`src/rtl/mem_port_arbiter.sv`:
```
// mem_port_arbiter
//   Shares the single data-memory port between NREQ requesters (0 = fetch,
//   1 = load, 2 = store). Round-robin arbitration, one memory transaction at
//   a time. Drives the memory handshake (mem_start pulse, wait for mem_ready)
//   and returns read data plus a done pulse to the requester that won.
//
//   Optional build macro: MEM_TIMEOUT_EN
//     defined   - a BUSY-cycle counter aborts the access after TIMEOUT cycles
//                 without mem_ready (done + err, rdata = all ones).
//     undefined - no counter, err tied low, BUSY waits on mem_ready forever.
//
// Ports
//   clk, reset          clock (posedge) and synchronous active-high reset
//   req[NREQ]           per-port request, held with addr/we/wdata until gnt
//   req_addr/we/wdata   per-port packed command fields, port i at [i*W +: W]
//   gnt[NREQ]           one-hot 1-cycle pulse: request accepted
//   done[NREQ]          one-hot 1-cycle pulse: transaction complete
//   rdata, err          read data / abort flag, valid with done, rdata held
//   busy                high while a transaction is owned
//   mem_start           1-cycle pulse starting a memory access
//   mem_addr/we/wdata   registered command, stable until mem_ready
//   mem_ready, mem_rdata memory completion and read data

module mem_port_arbiter #(
  parameter int NREQ    = 3,
  parameter int AW      = 16,
  parameter int DW      = 16,
  parameter int TIMEOUT = 64
) (
  input  logic              clk,
  input  logic              reset,
  input  logic [NREQ-1:0]   req,
  input  logic [NREQ*AW-1:0] req_addr,
  input  logic [NREQ-1:0]   req_we,
  input  logic [NREQ*DW-1:0] req_wdata,
  output logic [NREQ-1:0]   gnt,
  output logic [NREQ-1:0]   done,
  output logic [DW-1:0]     rdata,
  output logic              err,
  output logic              busy,
  output logic              mem_start,
  output logic [AW-1:0]     mem_addr,
  output logic              mem_we,
  output logic [DW-1:0]     mem_wdata,
  input  logic              mem_ready,
  input  logic [DW-1:0]     mem_rdata
);

  localparam int IW = (NREQ > 1) ? $clog2(NREQ) : 1;
  localparam logic [IW-1:0] LAST_PORT = IW'(NREQ - 1);

  typedef enum logic {IDLE, BUSY} state_t;

  state_t        state, nextState;
  logic [IW-1:0] rrLast;     // most recent winner; scan starts just after it
  logic [IW-1:0] owner;      // port that owns the in-flight transaction
  logic [IW-1:0] winner;
  logic [IW-1:0] scanIdx;
  logic          anyReq;
  logic          grant;
  logic          memDone;
  logic          timedOut;

  // Round-robin pick: walk ports rrLast+1, rrLast+2, ... (mod NREQ) and take
  // the first one requesting.
  always_comb begin
    // NOTE: every variable written here gets a default first, so no path
    // leaves one unassigned and no latch is inferred.
    anyReq  = 1'b0;
    winner  = '0;
    scanIdx = rrLast;
    for (int k = 0; k < NREQ; k++) begin
      // NOTE: blocking assignments inside combinational logic, so scanIdx
      // advances within one evaluation; registers below use <= only.
      scanIdx = (scanIdx == LAST_PORT) ? '0 : scanIdx + 1'b1;
      if (!anyReq && req[scanIdx]) begin
        anyReq = 1'b1;
        winner = scanIdx;
      end
    end
  end

  assign grant = (state == IDLE) && anyReq;
  // A ready in the mem_start cycle is too early to belong to this access.
  assign memDone = (state == BUSY) && mem_ready && !mem_start;
  assign busy    = (state == BUSY);

`ifdef MEM_TIMEOUT_EN
  localparam int CW = $clog2(TIMEOUT + 1);
  logic [CW-1:0] timer;

  // Counter is 0 in the mem_start cycle and equals k in BUSY cycle k, so the
  // abort's done lands TIMEOUT+1 cycles after mem_start.
  assign timedOut = (state == BUSY) && !memDone && (timer == CW'(TIMEOUT));

  always_ff @(posedge clk) begin
    if (reset) begin
      timer <= '0;
    end else if (state != BUSY) begin
      timer <= '0;
    end else if (!timedOut) begin
      timer <= timer + 1'b1;
    end
  end
`else
  assign timedOut = 1'b0;
  assign err      = 1'b0;
`endif

  always_comb begin
    nextState = state;
    unique case (state)
      IDLE:    if (anyReq) nextState = BUSY;
      BUSY:    if (memDone || timedOut) nextState = IDLE;
      default: nextState = IDLE;
    endcase
  end

  always_ff @(posedge clk) begin
    if (reset) state <= IDLE;
    else       state <= nextState;
  end

  always_ff @(posedge clk) begin
    if (reset) begin
      // NOTE: the datapath registers are reset as well, because every output
      // here has a defined post-reset value; a reset mid-access simply drops it.
      gnt       <= '0;
      done      <= '0;
      mem_start <= 1'b0;
      mem_addr  <= '0;
      mem_we    <= 1'b0;
      mem_wdata <= '0;
      rdata     <= '0;
      owner     <= '0;
      rrLast    <= LAST_PORT;
`ifdef MEM_TIMEOUT_EN
      err       <= 1'b0;
`endif
    end else begin
      gnt       <= '0;
      done      <= '0;
      mem_start <= 1'b0;

      if (grant) begin
        gnt[winner] <= 1'b1;
        mem_start   <= 1'b1;
        mem_addr    <= req_addr[int'(winner)*AW +: AW];
        mem_we      <= req_we[winner];
        mem_wdata   <= req_wdata[int'(winner)*DW +: DW];
        owner       <= winner;
        rrLast      <= winner;
      end

      if (memDone) begin
        done[owner] <= 1'b1;
        // A store returns nothing, so the last read value stays visible.
        if (!mem_we) rdata <= mem_rdata;
`ifdef MEM_TIMEOUT_EN
        err <= 1'b0;
`endif
      end

`ifdef MEM_TIMEOUT_EN
      if (timedOut) begin
        done[owner] <= 1'b1;
        err         <= 1'b1;
        rdata       <= '1;
      end
`endif
    end
  end

endmodule

```
`config.mk`:
```
export PLATFORM = sky130hd
export DESIGN_NAME = mem_port_arbiter
export DESIGN_NICKNAME = d
export VERILOG_FILES = /design/src/rtl/mem_port_arbiter.sv
export SDC_FILE = /design/constraint.sdc
export NUM_CORES = 1
export LEC_CHECK = 0
export BUFFER_PORTS_ARGS = -buffer_cell sky130_fd_sc_hd__buf_2
export CAP_MARGIN = 20
export CORE_MARGIN = 4
export CORE_UTILIZATION = 43
export DETAILED_ROUTE_END_ITERATION = 10
export PLACE_DENSITY_LB_ADDON = 0.3
export SETUP_SLACK_MARGIN = 0.4
export SYNTH_ARGS = -nofsm -noshare
export SYNTH_HDL_FRONTEND = slang
export SYNTH_SLANG_ARGS = --single-unit
```
`constraint.sdc`:
```
create_clock -name clk -period 1.63 [get_ports clk]
set_clock_uncertainty 0.05 [all_clocks]
set_input_delay 0.163 -clock clk [delete_from_list [all_inputs] [get_ports clk]]
set_output_delay 0.163 -clock clk [all_outputs]
set_load 0.05 [all_outputs]
```
==> run_results.csv <==
group,metric,value,unit
cts,clkTransAtPathRegs,0.08,ns
worst_setup_path,endpoint_kind,"flop",
status,status,"finished, final reports clean",
power_and_ir_drop,power_leakage,2.07,nW
cts,clockRootBuffer,"clkbuf_8",
cts,clockBufferDepth,2,
worst_setup_path,path_cells,"buf_6, nor3b_4, buf_6, a21oi_4, clkbuf_16, o21ai_0, o21ai_1",
global_route,grt_use_total,25.9,%
route,ant_nets,0,
final_layout,fin_util,71.6,%
power_and_ir_drop,swShare,37.1,%
flow_run,cap_violations,0,
global_route,grt-ovfl-total,0,
power_and_ir_drop,pwr-share-seq,36.0,%
placed_design,gp_congestion,0.749,
route,initialDrtViolationCount,127,
route,firstDrtPassIters,4,
route,num_vias,3501,
worst_setup_path,critPathSlowestCell,"dfxtp_2",
global_route,grt_pass1_wl,17100,µm
synthesis,synth_cells,346,
die,num_rows,29,
cts,cts.sinks,60,
die,die_h,90.2,µm
power_and_ir_drop,clock_power_share,29.4,%
sta,post-route-min-period,1.44,ns
synthesis,ys_warn_count,0,
global_route,antenna_found_initial,0,
final_layout,syn2layout_area_growth,59.3,%
route,post_drt_via_cell_ratio,5.67,
final_layout,fillCellCount,493,
placed_design,place_hpwl,6580,µm
worst_setup_path,cpMostUsedCell,"buf_6",
placed_design,pre_cts_ws,-0.0320,ns
power_and_ir_drop,p_sw,1.75,mW
sta,hold_viol,0,
final_layout,antenna_cells,0,
final_layout,final_common_cell,"buf_2",
final_layout,drive_gt1_share,54.3,%
final_layout,final_area,4630,µm²
worst_setup_path,crit_buf_inv,3,
worst_setup_path,crit_family,"buffers and inverters",
placed_design,dp_cells,580,
sta,setup_viol,0,
sta,slew_violations,0,
synthesis,synth.distinct_cells,32,
worst_setup_path,arrival,1.62,ns
worst_setup_path,crit_fanout,13,
die,start_util,45.0,%
sta,setup_ws,0.185,ns
die,core-area,6460,µm²
die,die_area,8130,µm²
worst_setup_path,slowest_delay,0.34,ns
worst_setup_path,crit_type,"flop to flop",
global_route,grt_pass1_vias,3443,
final_layout,nNetsFinal,657,
synthesis,ys_seq_elements,60,
cts,clk_latency,0.34,ns
sta,finalSetupTns,0,ns
worst_setup_path,crit_required,1.80,ns
route,wl,11600,µm
power_and_ir_drop,peakVddDrop,0.620,mV
synthesis,ys_seq_area_share,41.4,%
cts,htreeDepth,3,
placed_design,placed_cell_area,3890,µm²
sta,rsz0062_at_grt,"true",
power_and_ir_drop,internal_power,2.97,mW
power_and_ir_drop,finalPower,4.72,mW
power_and_ir_drop,combPwrFrac,34.6,%
final_layout,mostFrequentLayoutCells,"buf_2, o21ai_1, dfxtp_1",
route,remaining_drc_errors,0,
power_and_ir_drop,powerDensity,1020,nW/µm²
final_layout,multi_input_area,1700,µm²
sta,whs,0.0154,ns
cts,numCtsBuffers,9,
final_layout,regArea,1210,µm²
cts,cts_tree,"done",
final_layout,final_cells,618,
route,wl_per_cell,18.8,µm
sta,max_freq,0.692,GHz
synthesis,syn_area,2900,µm²
die,dieWidth,90.2,µm
synthesis,syn_area_per_cell,8.39,µm²
sta,fin_crit_sh,88.6,%
die,ios,179,
placed_design,port_buffers,177,
synthesis,synth_nets,467,
worst_hold_path,hold_path.class,"primary input to flop",
global_route,grt_max_degree,34,
worst_setup_path,cp-start-kind,"flop",
-- final cells by class --
| cell class | count | share of cell area [%] |
|---|---|---|
| Tap cell | 77 | 2.08 |
| Timing Repair Buffer | 210 | 28.5 |
| Sequential cell | 60 | 26.3 |
| Clock buffer | 12 | 3.35 |
| Clock inverter | 4 | 1.03 |
| Inverter | 2 | 0.514 |
| Multi-Input combinational cell | 247 | 36.6 |
| Timing Repair inverter | 6 | 1.62 |
-- tightest hold or removal path: stages --
cell and delay, ns:
buf_2 0.10, nand2_2 0.05, a21oi_2 0.04
-- per-layer routing --
layer	track usage (%)	wire, µm
met5	0	0
met4	9.31	203
met3	5.59	927
met2	44.0	5950
met1	32.2	4520
-- registers in the layout, indices dropped and copies added, names as in the netlist --
signal     count
mem_addr      16
mem_wdata     16
rdata         16
done           3
gnt            3
rrLast         2
busy           1
mem_start      1
mem_we         1
owner          1
-- power by group through the flow --
stage	Clock (mW)	Sequential, mW	Combinational (mW)
5_1_grt	1.47	1.71	1.72
2_1_floorplan	0	2.20	0.508
6_report	1.39	1.70	1.63
3_5_place_dp	0	1.72	1.39
3_3_place_gp	0	1.72	1.37
4_1_cts	1.39	1.69	1.57
-- synthesized netlist by cell type --
cell       n  area, µm²
buf_1      1       3.75
inv_2      2       7.51
nor3_2     2       20.0
or3_1      2       12.5
and2_1     1       6.26
o21ai_1   39        195
a21oi_2    1       8.76
a21oi_1   52        260
or3_4      1       11.3
buf_6      9        101
o21ai_4    1       16.3
buf_4      2       15.0
nand2_1   33        124
nand2_2    1       6.26
or3b_1     1       8.76
clkbuf_1  11       41.3
o21ai_0   30        150
buf_2     13       65.1
nor2b_1    2       12.5
a21o_1     1       7.51
nand3b_1   1       7.51
clkbuf_2   2       10.0
o21ba_2    1       10.0
nor3_1     2       10.0
nand2b_1   2       12.5
nor2_1     3       11.3
o21a_1    33        248
a32oi_1   33        289
dfxtp_1   60       1200
nor3b_2    1       12.5
conb_1     1       3.75
nor3b_1    2       15.0
-- final timing paths --
path                startpoint             to  slack [ns]  cells after the start
setup reg to reg     rrLast[0]  mem_wdata[12]        0.19                      7
hold / removal    mem_rdata[6]       rdata[6]        0.02                      3
hold reg to reg      rdata[15]      rdata[15]        0.40                      2
setup / recovery     rrLast[0]  mem_wdata[12]        0.19                      7
-- logic make-up (layout without fill, tap and decap cells) --
group                  count (synthesis)  in the layout  share of synthesized area (%)
AO/OA/AOI/OAI                        191            191                           40.8
other                                  1              1                          0.129
buffers and inverters                 40            234                           8.40
flip-flops                            60             60                           41.4
AND/OR/NAND/NOR                       54             55                           9.31
-- timing repair --
item,in CTS,in global routing
gates cloned,10,1
endpoints found under the setup margin,59,59
hold endpoints to repair,2,0
setup buffers,8,1
resized for setup,52,48
hold buffers,2,0
pin swaps,17,18
(Power assumes the default switching activity.)
